--- src/rtl/timer_pkg.sv ---
// Shared definitions for the digit-timer control stage: FSM state encoding
// and default prescaler sizing.
package timer_pkg;

    typedef enum logic [1:0] {
        S_IDLE  = 2'd0,
        S_RUN   = 2'd1,
        S_PAUSE = 2'd2,
        S_DONE  = 2'd3
    } state_t;

    localparam int DIV_DEFAULT   = 100000000;
    localparam int CNT_W_DEFAULT = 27;

endpackage

--- src/rtl/tick_div.sv ---
// Prescaler: counts 0..DIV-1 while enabled and emits a registered one-cycle
// wrap pulse; clear has priority over hold, and hold over enable.
module tick_div
    import timer_pkg::*;
#(
    parameter int DIV   = DIV_DEFAULT,
    parameter int CNT_W = CNT_W_DEFAULT
) (
    input  logic clk,
    input  logic rst,
    input  logic en,
    input  logic clr,
    input  logic hold,
    input  logic pulse_en,
    output logic last,
    output logic wrap
);

    logic [CNT_W-1:0] cnt_q, cnt_d;
    logic             wrap_q, wrap_d;

    assign last = (cnt_q == CNT_W'(DIV - 1));
    assign wrap = wrap_q;

    // pulse_en lets the counter keep running without producing visible wraps
    always_comb begin
        cnt_d  = cnt_q;
        wrap_d = 1'b0;
        if (clr) begin
            cnt_d = '0;
        end else if (!hold && en) begin
            if (last) begin
                cnt_d  = '0;
                wrap_d = pulse_en;
            end else begin
                cnt_d = cnt_q + 1'b1;
            end
        end
    end

    always_ff @(posedge clk) begin
        if (!rst) begin
            cnt_q  <= '0;
            wrap_q <= 1'b0;
        end else begin
            cnt_q  <= cnt_d;
            wrap_q <= wrap_d;
        end
    end

endmodule

--- src/rtl/timer_ctrl.sv ---
// Timer control FSM (IDLE/RUN/PAUSE/DONE) driving the digit chain's decrement
// tick and reconfig; optional alarm enabled by defining TIMER_ALARM_EN.
module timer_ctrl
    import timer_pkg::*;
#(
    parameter int DIV       = DIV_DEFAULT,
    parameter int CNT_W     = CNT_W_DEFAULT,
    parameter int ALARM_LEN = 5
) (
    input  logic       clk,
    input  logic       rst,
    input  logic       start,
    input  logic       stop,
    input  logic       load,
    input  logic       zero,
    output logic       tick,
    output logic       reconfig,
    output logic       running,
    output logic       done,
    output logic       alarm,
    output logic [1:0] state
);

    state_t state_q, state_d;
    logic   reconfig_q, running_q, done_q, alarm_q, alarm_d;
    logic   div_en, div_clr, div_hold, div_last, div_wrap;

    tick_div #(
        .DIV   (DIV),
        .CNT_W (CNT_W)
    ) u_div (
        .clk      (clk),
        .rst      (rst),
        .en       (div_en),
        .clr      (div_clr),
        .hold     (div_hold),
        .pulse_en (state_q == S_RUN),
        .last     (div_last),
        .wrap     (div_wrap)
    );

    always_comb begin
        state_d  = state_q;
        div_en   = 1'b0;
        div_clr  = 1'b0;
        div_hold = 1'b0;
        if (load) begin
            state_d = S_IDLE;
            div_clr = 1'b1;
        end else begin
            case (state_q)
                S_IDLE: begin
                    div_clr = 1'b1;
                    if (start) state_d = S_RUN;
                end
                S_RUN: begin
                    if (zero) begin
                        state_d = S_DONE;
                        div_clr = 1'b1;
                    end else if (stop) begin
                        state_d  = S_PAUSE;
                        div_hold = 1'b1;
                    end else begin
                        div_en = 1'b1;
                    end
                end
                S_PAUSE: begin
                    // resume edge keeps the count as-is
                    div_hold = 1'b1;
                    if (start) state_d = S_RUN;
                end
                default: begin
                    div_clr = 1'b1;
`ifdef TIMER_ALARM_EN
                    if (alarm_q) begin
                        div_clr = 1'b0;
                        div_en  = 1'b1;
                    end
`endif
                end
            endcase
        end
    end

`ifdef TIMER_ALARM_EN
    localparam int AW = $clog2(ALARM_LEN + 1);
    logic [AW-1:0] alm_cnt_q, alm_cnt_d;

    // alarm lasts ALARM_LEN prescaler wraps counted from DONE entry
    always_comb begin
        alarm_d   = alarm_q;
        alm_cnt_d = alm_cnt_q;
        if (load) begin
            alarm_d   = 1'b0;
            alm_cnt_d = '0;
        end else if (state_q == S_RUN && zero) begin
            alarm_d   = 1'b1;
            alm_cnt_d = '0;
        end else if (state_q == S_DONE && alarm_q && div_last) begin
            if (alm_cnt_q == AW'(ALARM_LEN - 1)) begin
                alarm_d   = 1'b0;
                alm_cnt_d = '0;
            end else begin
                alm_cnt_d = alm_cnt_q + 1'b1;
            end
        end
    end

    always_ff @(posedge clk) begin
        if (!rst) alm_cnt_q <= '0;
        else      alm_cnt_q <= alm_cnt_d;
    end
`else
    logic unused_ok;
    assign unused_ok = div_last & (ALARM_LEN > 0);
    assign alarm_d   = 1'b0;
`endif

    always_ff @(posedge clk) begin
        if (!rst) begin
            state_q    <= S_IDLE;
            reconfig_q <= 1'b0;
            running_q  <= 1'b0;
            done_q     <= 1'b0;
            alarm_q    <= 1'b0;
        end else begin
            state_q    <= state_d;
            reconfig_q <= load;
            running_q  <= (state_d == S_RUN);
            done_q     <= (state_d == S_DONE);
            alarm_q    <= alarm_d;
        end
    end

    assign tick     = div_wrap;
    assign reconfig = reconfig_q;
    assign running  = running_q;
    assign done     = done_q;
    assign alarm    = alarm_q;
    assign state    = state_q;

endmodule

--- config.mk ---
export PLATFORM = sky130hd
export DESIGN_NAME = timer_ctrl
export DESIGN_NICKNAME = d
export VERILOG_FILES = /design/src/rtl/timer_pkg.sv /design/src/rtl/tick_div.sv /design/src/rtl/timer_ctrl.sv
export SDC_FILE = /design/constraint.sdc
export NUM_CORES = 1
export LEC_CHECK = 0
export BUFFER_PORTS_ARGS = -buffer_cell sky130_fd_sc_hd__buf_2
export CAP_MARGIN = 20
export CORE_ASPECT_RATIO = 0.8
export CORE_MARGIN = 2
export CORE_UTILIZATION = 45
export DETAILED_ROUTE_END_ITERATION = 12
export GPL_TIMING_DRIVEN = 1
export PLACE_DENSITY_LB_ADDON = 0.05
export SLEW_MARGIN = 10
export SYNTH_ARGS = -nofsm -noshare
export SYNTH_HDL_FRONTEND = slang
export SYNTH_SLANG_ARGS = --single-unit
--- constraint.sdc ---
create_clock -name clk -period 2.1 [get_ports clk]
set_input_delay 0.42 -clock clk [delete_from_list [all_inputs] [get_ports clk]]
set_output_delay 0.42 -clock clk [all_outputs]
set_load 0.02 [all_outputs]
Yosys cells after proc, flatten, opt, wreduce, memory -nomap -nowiden
Index checks and enable logic that the tools add are counted.

cells by class
  reduce and logical (&&, ||, !) cells = 6
  mux-type cells = 17
  equality and inequality tests = 5
  $add $sub $neg = 1
  bitwise gates (word level) = 3

operators with widths
  operator                                                                count
  27-bit by 1-bit adder with 27-bit output (second input constant)        1
  27-bit equality test (second input constant)                            1
  27-bit two-way mux                                                      1
  1-bit two-way mux                                                       9
  2-bit two-way mux                                                       4
  2-bit by 1-bit equality test with 1-bit output (second input constant)  2
  2-bit equality test (second input constant)                             2
  1-bit one-hot mux with 2 select lines                                   2
  2-bit one-hot mux with 2 select lines                                   1
  2-bit OR reduction                                                      2
  4-bit OR reduction                                                      1
  1-bit NOT                                                               3
  2-bit logical NOT                                                       1
  1-bit logical AND                                                       1
  1-bit logical NOT                                                       1

storage, ports and cells
  input port bits = 6
  logic and storage cells = 38
  flip-flop bits (word level) = 33
  output and inout port bits = 7

Logic depth before layout (Yosys ltp)
Gate-level depths: netlist of run 1.

  word-level depth = 8
  gate-level depth with buffers = 9
  mapped depth without buffers = 7

Hierarchy
A second synthesis of run 1 with hierarchy kept.

second synthesis, totals
  cell total of the unflattened synthesis = 201
  area, all modules = 1695.4 um^2

by module, submodules not included
  module      cells each  sequential area each (um^2)  area an instance (um^2)  instances
  tick_div    164         560.5                        1376.3                   1
  timer_ctrl  37          100.1                        319.1                    1

Worst setup path after synthesis of run 1
OpenSTA, ideal clock, no wires.

  path kind = reg-to-reg
  start point = reg state_q[0], in the netlist state[0]
  end point = reg u_div.cnt_q[0]
  setup time = 0.117 ns
  buffers on the path = 2
  arrival time = 1.953 ns
  clock period less this slack = 2.070 ns
  setup slack = 0.030 ns
  required time = 1.983 ns
  stages on the path, launching flop included = 9
  cell sequence = dfxtp_1 -> ha_1 -> nor4b_2 -> nand4_2 -> nor3_1 -> or2_2 -> buf_2 -> buf_2 -> nor2_1

on the way
  cells in the longest elaborated chain, start to end = 5
  elaborated cells between the ends (all ways) = 11
  those cells by class = eq/ne: 2; mux: 6; reduce/logical: 3

RTL lines
  what                                                RTL line           RTL
  from (decl)                                         timer_ctrl.sv:24   state_t state_q, state_d;
  from (signal assigned)                              timer_ctrl.sv:127  state_q <= state_d;
  2-bit by 1-bit equality test with 1-bit output (*)  --
  via u_div.pulse_en                                  tick_div.sv:14     input logic pulse_en,
  1-bit one-hot mux with 2 select lines               timer_ctrl.sv:51   case (state_q)
  1-bit two-way mux                                   timer_ctrl.sv:47   if (load) begin
  1-bit logical NOT                                   tick_div.sv:31     end else if (!hold && en) begin
  1-bit logical AND                                   tick_div.sv:31
  to (signal assigned)                                tick_div.sv:46     cnt_q <= cnt_d;
  to (decl)                                           tick_div.sv:19     logic [CNT_W-1:0] cnt_q, cnt_d;

Mark *: on every way through the listed nets, which the timed path passes. The rest lies on a longest branch.
A chain may end at the register's enable or synchronous reset.

Final worst setup path of run 1
  start point = reg state_q[0], in the netlist state[0]
  end point = reg u_div.cnt_q[22]

The elaborated chain is that of the path after synthesis.

==> results.ini, run 1 <==
[status]
status = completed

[clock_tree]
post_cts_resized = 0
clk_pin_slew_ns = 0.06
cts_setup_buffers = 0
cts_buffer_depth = 2
h-tree-depth = 2
cts.sinks = 33
cts_tree = built
clockRootBuffer = clkbuf_8
cts_made_buffers = 5
clk-insertion-delay-late_ns = 0.28
ctsHoldBuffers = 0

[global_routing]
track_usage = 0.183
overflow = 0
grt_max_degree = 20
antenna_found_initial = 0
grt_pass1_wl_um = 5990
grt_pass1_vias = 1302

[routing]
dr.pass1.iters = 5
wirelength_um = 3460
drtIter0Drc = 125
postRouteAntennaNets = 0
vias = 1404
drc = 0
viasPerCell = 5.40
avgRoutedWirePerCell_um = 13.3

[die]
initial_core_util = 0.479
fp.dieW_um = 72.4
dieHeight_um = 58.7
io_pins = 13
coreArea_um2 = 3520
floorplan.die_area_um2 = 4250
rows = 19

[logic_synthesis]
synthTopCellsByArea = dfxtp_1, xnor2_1, nor2_1
yosys_warnings = 0
synthCells = 198
netlist_area_um2 = 1690
yosysTopAreaCell = dfxtp_1
synth_fp_nets = 209
ys_types = 36
ys_seq_elements = 33
ys_seq_area_frac = 0.392
synth_top_area_share = 0.392
postSynthAreaPerCell_um2 = 8.51

[timing]
drv_slew = 0
hold_viol = 0
fin_skew_ns = 0.00471
finalCriticalPeriod_ns = 1.97
fin_crit_sh = 0.940
timing.fmax_ghz = 0.507
final.setup.tns_ns = 0
rsz0062_at_grt = false
setup-violations-final = 0

[setup_path]
cp_slowest_stage_delay_ns = 0.51
crit_slowest_cell = or4b_1
arrival_ns = 2.15
cp-start-kind = register
critPathMaxFanout = 7
crit_path_end_kind = register
crit_family = simple AND/OR/NAND/NOR gates
cp_cell_sequence = ha_2 -> or4b_1 -> and4bb_2 -> nand4_1 -> xnor2_1 -> nor2b_1
crit_type = reg -> reg
crit_buf_inv = 0
cp_data_required_time_ns = 2.28

[place]
globalplace.congestion = 0.882
port_buffers = 11
place_hpwl_um = 2550

[final_layout]
layout_common_cells = nor2_1, dfxtp_1, xnor2_1, nand2_1, buf_2
fill_cells = 328
final_util = 0.553
diodes = 0
layout_commonest_cell = nor2_1
area_growth_pct = 15.4
layout.nets = 228
layout-drive-gt1-share = 0.165

[pwr]
power.density_nw_per_um2 = 578
ir_worst_vdd_mv = 0.335
leakagePower_uw = 0.000624

[job]
drv_cap = 0

[worst_hold_path]
hp-class = in -> reg

## routing by layer
layer / global-route usage / part of all wire
met3: 0.0497 / 0.039
met1: 0.262 / 0.54
met5: 0 / 0
met4: 0.0688 / 0.012
met2: 0.263 / 0.41
## per-stage QoR
step	hold WS (ns)	setup WS, ns	std cells	total power [µW]	instance area, µm²
finish	0.376	0.127	260	1120	1950
global route	0.386	0.00789	260	1180	1950
CTS	0.369	0.0614	260	1140	1900
detailed placement	0.512	0.0800	252	698	1820
global placement	0.513	0.144	252	697	1820
floorplan	0.476	0.0299	198	679	1690
## final cells by class
type | instances | area (µm²) | share of cell area
well taps | 42 | 52.6 | 0.0270
clock buffers | 8 | 80.1 | 0.0412
inverters | 10 | 37.5 | 0.0193
repair buffers | 17 | 113 | 0.0579
flip-flops and latches | 33 | 661 | 0.340
multi-input cells | 150 | 1000 | 0.515
## report_power, final
part	switching, µW	internal, µW	leakage, µW
clock network	203	235	0.0000395
registers	1.75	630	0.000266
logic	34.6	20.9	0.000319
total	239	886	0.000624
## cell usage after synthesis, drive strengths merged
master,count
nor2,38
nand2,11
or4,2
conb,1
and3,2
nand3,9
a21o,1
ha,5
clkbuf,1
nor3,8
nand4,11
and4,3
and2,5
or4b,1
a21oi,4
o21ai,2
nor4,13
nor2b,3
inv,10
nor4b,1
buf,4
or2,1
mux2i,1
o211ai,1
xnor2,22
xor2,3
o21bai,1
and4bb,1
dfxtp,33
## registers in the layout, indices dropped and copies added, names as in the netlist
| name | cells |
|---|---|
| done | 1 |
| reconfig | 1 |
| state | 2 |
| u_div.wrap | 1 |
| running | 1 |
| u_div.cnt_q | 27 |
## kinds of logic (layout without fill, tap and decap cells)
group / after synthesis / after routing / synth area share
compound gates: 9 / 9 / 0.0334
xor+xnor: 25 / 25 / 0.130
fa+ha+maj: 5 / 5 / 0.0371
buf+inv: 15 / 35 / 0.0379
flops: 33 / 33 / 0.392
mux: 1 / 1 / 0.00594
other cells: 1 / 1 / 0.00223
simple gates: 109 / 109 / 0.362
## path summary, 6_finish.rpt
kind / start / endpoint / slack [ns] / cells after the start
worst max-delay path: state[0]$_SDFF_PN0_ / u_div.cnt_q[22]$_SDFFE_PP0P_ / 0.13 / 6
worst min-delay path: rst / reconfig$_SDFF_PN0_ / 0.38 / 2
worst max register to register: state[0]$_SDFF_PN0_ / u_div.cnt_q[22]$_SDFFE_PP0P_ / 0.13 / 6
worst min register to register: u_div.cnt_q[23]$_SDFFE_PP0P_ / u_div.cnt_q[23]$_SDFFE_PP0P_ / 0.52 / 2
No activity file was read; power rests on OpenSTA's default activity.
==> run 2, diff against run 1 <==
--- a/config.mk
+++ b/config.mk
@@ -9,7 +9,8 @@
 export CAP_MARGIN = 20
 export CORE_ASPECT_RATIO = 0.8
 export CORE_MARGIN = 2
-export CORE_UTILIZATION = 45
+export CORE_UTILIZATION = 51
+export CTS_BUF_LIST = sky130_fd_sc_hd__clkbuf_8
 export DETAILED_ROUTE_END_ITERATION = 12
 export GPL_TIMING_DRIVEN = 1
 export PLACE_DENSITY_LB_ADDON = 0.05
==> results.ini, run 2 (synthesis gave the netlist of run 1 again) <==
[timing]
finalCriticalPeriod_ns = 1.96  ; was 1.97 ns
drv_slew = 0  ; unchanged
hold_viol = 0  ; unchanged
rsz0062_at_grt = false  ; unchanged
setup-violations-final = 0  ; unchanged
final.setup.tns_ns = 0  ; unchanged
fin_skew_ns = 0.00910  ; was 0.00471 ns
fin_crit_sh = 0.934  ; was 0.940
timing.fmax_ghz = 0.510  ; was 0.507 GHz
fin_hold_ws_ns = 0.382  ; was 0.376 ns
worst_slack_ns = 0.138  ; was 0.127 ns

[global_routing]
overflow = 0  ; unchanged
grt_pass1_wl_um = 5530  ; was 5990 µm
antenna_found_initial = 0  ; unchanged
grt_max_degree = 15  ; was 20
track_usage = 0.195  ; was 0.183
grt_pass1_vias = 1239  ; was 1,302

[die]
coreArea_um2 = 3130  ; was 3520 µm²
rows = 18  ; was 19
fp.dieW_um = 68.3  ; was 72.4 µm
initial_core_util = 0.538  ; was 0.479
io_pins = 13  ; unchanged
dieHeight_um = 55.4  ; was 58.7 µm
floorplan.die_area_um2 = 3780  ; was 4250 µm²

[setup_path]
cp_slowest_stage_delay_ns = 0.50  ; was 0.51 ns
crit_type = reg -> reg  ; unchanged
crit_path_end_kind = register  ; unchanged
arrival_ns = 2.13  ; was 2.15 ns
crit_slowest_cell = or4b_1  ; unchanged
cp_cell_sequence = ha_2 -> or4b_1 -> and4bb_2 -> nand4_1 -> xnor2_1 -> nor2b_1  ; unchanged
critPathMaxFanout = 7  ; unchanged
cp-start-kind = register  ; unchanged
cp_data_required_time_ns = 2.27  ; was 2.28 ns
r2r_setup_slack_ns = 0.14  ; was 0.13 ns

[clock_tree]
clk-insertion-delay-late_ns = 0.28  ; about the same
cts_made_buffers = 5  ; unchanged
cts_buffer_depth = 2  ; unchanged
clk_pin_slew_ns = 0.06  ; about the same
cts.sinks = 33  ; unchanged
ctsHoldBuffers = 0  ; unchanged
cts_setup_buffers = 0  ; unchanged
cts_tree = built  ; unchanged
clockRootBuffer = clkbuf_8  ; unchanged
h-tree-depth = 2  ; unchanged

[pwr]
leakagePower_uw = 0.000634  ; was 0.000624 µW
power.density_nw_per_um2 = 580  ; was 578 nW/µm²
ir_worst_vdd_mv = 0.493  ; was 0.335 mV

[final_layout]
layout_commonest_cell = nor2_1  ; unchanged
fill_cells = 271  ; was 328
layout.nets = 228  ; unchanged
layout-drive-gt1-share = 0.174  ; was 0.165
finalInstanceArea_um2 = 1950  ; unchanged
max_flop_register = u_div.cnt_q  ; unchanged
layoutNonFillerInstCount = 258  ; was 260
largest_reg_flops = 27  ; unchanged
diodes = 0  ; unchanged
area_growth_pct = 15.4  ; unchanged
layout_common_cells = nor2_1, dfxtp_1, xnor2_1  ; was nor2_1, dfxtp_1, xnor2_1, nand2_1, buf_2

[routing]
viasPerCell = 5.45  ; was 5.40
wirelength_um = 3420  ; was 3460 µm
avgRoutedWirePerCell_um = 13.3  ; about the same
drc = 0  ; unchanged
vias = 1407  ; was 1,404
postRouteAntennaNets = 0  ; unchanged
drtIter0Drc = 96  ; was 125
dr.pass1.iters = 4  ; was 5

[worst_hold_path]
hp-class = in -> reg  ; unchanged

[place]
dpl_cell_area_um2 = 1820  ; about the same
place_hpwl_um = 2560  ; was 2550 µm
port_buffers = 11  ; unchanged
globalplace.congestion = 0.866  ; was 0.882
dp_slack_ns = 0.0843  ; was 0.0800 ns
placed_cells = 250  ; was 252

[job]
drv_cap = 0  ; unchanged

[status]
status = completed  ; unchanged

run 2: cell count changes in the layout (fill, tap and decap cells not counted), sizes merged:
cell / previous run / this run
clkinv: 0 / 2
clkbuf: 8 / 5
inv: 10 / 11
run 2: final cells by class:
cell class	count	area (µm²)	share of cell area
Clock buffer	5	68.8	0.0354
Multi-Input combinational cell	150	1000	0.515
Clock inverter	3	13.8	0.00707
Sequential cell	33	661	0.340
Timing Repair Buffer	17	113	0.0579
Inverter	10	37.5	0.0193
Tap cell	40	50.0	0.0257
run 2: through the flow:
step | utilization | power [µW]
final | 0.622 | 1130
after floorplan | - | 679
after CTS | 0.608 | 1140
after detailed placement | 0.582 | 698
after global routing | 0.622 | 1180
after global placement | 0.582 | 696
run 2: metal layers:
metal,routed length (µm),vias to the layer above,part of all wire,track usage
li1,-,718,-,-
met1,1740,663,0.51,0.276
met2,1530,20,0.45,0.286
met3,123,6,0.036,0.0611
met4,31,0,0.0091,0.0543
met5,0,-,0,0
run 2: repair_timing:
item,4_1_cts,5_1_grt
gates resized for setup,0,6
setup endpoints to repair,0,15
endpoints found under the hold margin,0,0
run 2: where the power goes:
group	switching [µW]	leakage, µW	total (µW)	internal, µW
clock	219	0.0000491	443	224
combinational	33.4	0.000319	54.4	21.0
sequential	1.75	0.000266	631	630
run 2: worst paths after layout:
check | start | end | depth (start not counted)
worst max register to register | state[0]$_SDFF_PN0_ | u_div.cnt_q[22]$_SDFFE_PP0P_ | 6
worst min register to register | u_div.cnt_q[23]$_SDFFE_PP0P_ | u_div.cnt_q[23]$_SDFFE_PP0P_ | 2
worst max-delay path | state[0]$_SDFF_PN0_ | u_div.cnt_q[22]$_SDFFE_PP0P_ | 6
worst min-delay path | rst | reconfig$_SDFF_PN0_ | 2
run 2: critical path: cells and delay by family (launching register included):
family | cells | cell delay [ns]
simple gates | 4 | 1.08
flops | 1 | 0.37
fa+ha+maj | 1 | 0.26
xor+xnor | 1 | 0.15
==> run 3, diff against run 2 <==
--- a/config.mk
+++ b/config.mk
@@ -9,7 +9,7 @@
 export CAP_MARGIN = 20
 export CORE_ASPECT_RATIO = 0.8
 export CORE_MARGIN = 2
-export CORE_UTILIZATION = 51
+export CORE_UTILIZATION = 60
 export CTS_BUF_LIST = sky130_fd_sc_hd__clkbuf_8
 export DETAILED_ROUTE_END_ITERATION = 12
 export GPL_TIMING_DRIVEN = 1
==> constraint.sdc (replaced) <==
create_clock -name clk -period 2.1 [get_ports clk]
set_input_delay 0.42 -clock clk [delete_from_list [all_inputs] [get_ports clk]]
set_output_delay 0.42 -clock clk [all_outputs]
set_load 0.01 [all_outputs]
==> results.ini, run 3 (synthesis gave the netlist of run 1 again) <==
[final_layout]
largest_reg_flops = 27  ; unchanged
area_growth_pct = 15.9  ; was 15.4%
layout_common_cells = nor2_1, dfxtp_1, xnor2_1, inv_1  ; was nor2_1, dfxtp_1, xnor2_1
layout-drive-gt1-share = 0.174  ; unchanged
layout.nets = 228  ; unchanged
fill_cells = 236  ; was 271
layout_commonest_cell = nor2_1  ; unchanged
finalInstanceArea_um2 = 1950  ; about the same
diodes = 0  ; unchanged
max_flop_register = u_div.cnt_q  ; unchanged

[die]
initial_core_util = 0.619  ; was 0.538
dieHeight_um = 51.4  ; was 55.4 µm
rows = 17  ; was 18
fp.dieW_um = 63.3  ; was 68.3 µm
coreArea_um2 = 2720  ; was 3130 µm²
floorplan.die_area_um2 = 3250  ; was 3780 µm²
io_pins = 13  ; unchanged

[clock_tree]
h-tree-depth = 2  ; unchanged
clockRootBuffer = clkbuf_8  ; unchanged
clk_pin_slew_ns = 0.06  ; about the same
cts.sinks = 33  ; unchanged
clk-insertion-delay-late_ns = 0.29  ; was 0.28 ns
cts_made_buffers = 5  ; unchanged
cts_buffer_depth = 2  ; unchanged
cts_tree = built  ; unchanged
cts_setup_buffers = 0  ; unchanged

[timing]
hold_viol = 0  ; unchanged
worst_slack_ns = 0.0841  ; was 0.138 ns
fin_crit_sh = 0.960  ; was 0.934
drv_slew = 0  ; unchanged
setup-violations-final = 0  ; unchanged
finalCriticalPeriod_ns = 2.02  ; was 1.96 ns
timing.fmax_ghz = 0.496  ; was 0.510 GHz
fin_skew_ns = 0.00438  ; was 0.00910 ns

[global_routing]
overflow = 0  ; unchanged
grt_pass1_wl_um = 5680  ; was 5530 µm
grt_pass1_vias = 1301  ; was 1,239
antenna_found_initial = 0  ; unchanged
grt_max_degree = 20  ; was 15
track_usage = 0.233  ; was 0.195

[routing]
dr.pass1.iters = 4  ; unchanged
postRouteAntennaNets = 0  ; unchanged
avgRoutedWirePerCell_um = 13.3  ; about the same
wirelength_um = 3400  ; was 3420 µm
viasPerCell = 5.52  ; was 5.45
wl_met3_um = 185  ; was 123 µm
wl_met2_um = 1520  ; was 1530 µm
drc = 0  ; unchanged
vias = 1413  ; was 1,407
dr.max_layer_used = met4  ; unchanged
wl_met1_um = 1650  ; was 1740 µm
drtIter0Drc = 81  ; was 96

[place]
port_buffers = 11  ; unchanged
dp_slack_ns = 0.103  ; was 0.0843 ns
dpl_cell_area_um2 = 1820  ; about the same
place_hpwl_um = 2470  ; was 2560 µm
globalplace.congestion = 0.885  ; was 0.866

[setup_path]
arrival_ns = 2.19  ; was 2.13 ns
cp-start-kind = register  ; unchanged
crit_type = reg -> reg  ; unchanged
crit_path_end_kind = register  ; unchanged
critPathMaxFanout = 8  ; was 7
cp_data_required_time_ns = 2.28  ; was 2.27 ns

[pwr]
leakagePower_uw = 0.000637  ; was 0.000634 µW
power.density_nw_per_um2 = 573  ; was 580 nW/µm²
ir_worst_vdd_mv = 0.365  ; was 0.493 mV

[status]
status = completed  ; unchanged

[worst_hold_path]
hp-class = in -> reg  ; unchanged

[job]
drv_cap = 0  ; unchanged

## run 3: cell count changes in the layout (fill, tap and decap cells not counted), sizes merged
| cell | delta |
|---|---|
| inv | +2 |
| clkinv | -2 |
## run 3: final timing paths
kind	startpoint	end	slack, ns	depth (start not counted)
max reg2reg	state[0]$_SDFF_PN0_	u_div.cnt_q[17]$_SDFFE_PP0P_	0.08	8
min reg2reg	u_div.cnt_q[7]$_SDFFE_PP0P_	u_div.cnt_q[7]$_SDFFE_PP0P_	0.55	2
min	rst	reconfig$_SDFF_PN0_	0.37	2
max	state[0]$_SDFF_PN0_	u_div.cnt_q[17]$_SDFFE_PP0P_	0.08	8
## run 3: power by group
group | leakage (µW) | switching [µW] | internal (µW) | total [µW]
clock network | 0.0000519 | 217 | 220 | 438
registers | 0.000266 | 1.82 | 630 | 632
logic | 0.000319 | 29.6 | 21.0 | 50.6
## run 3: area by class of cell
type / instances / area [µm²] / area share
Clock buffer: 5 / 68.8 / 0.0352
Sequential cell: 33 / 661 / 0.338
Timing Repair Buffer: 17 / 113 / 0.0577
Clock inverter: 3 / 11.3 / 0.00577
Inverter: 10 / 37.5 / 0.0192
Multi-Input combinational cell: 150 / 1010 / 0.520
Tap cell: 38 / 47.5 / 0.0243
## run 3: per-stage QoR
step | power, µW | hold slack, ns | instances | setup TNS (ns) | utilization
2_1_floorplan | 675 | 0.476 | 198 | 0 | -
3_3_place_gp | 692 | 0.513 | 248 | 0 | 0.668
3_5_place_dp | 694 | 0.521 | 248 | 0 | 0.668
4_1_cts | 1130 | 0.370 | 256 | 0 | 0.698
5_1_grt | 1160 | 0.390 | 256 | -0.0255 | 0.717
6_report | 1120 | 0.371 | 256 | 0 | 0.717
## run 3: timing repair
action	in CTS	in global routing
hold endpoints to repair	0	0
hold buffers	0	0
endpoints found under the setup margin	0	26
resized for setup	0	8
## run 3: routing by layer
layer,track usage,vias to the layer above
met5,0,-
met4,0.112,0
met3,0.0771,6
met2,0.351,33
met1,0.302,657
li1,-,717
## run 3: critical path, cell delays in order, from the launching register on
cell and delay (ns):
dfxtp_1 0.38, inv_1 0.10, ha_1 0.33, nand2_1 0.19
nand4_1 0.12, buf_4 0.19, nor4_1 0.36, xnor2_1 0.17
nor2_1 0.06
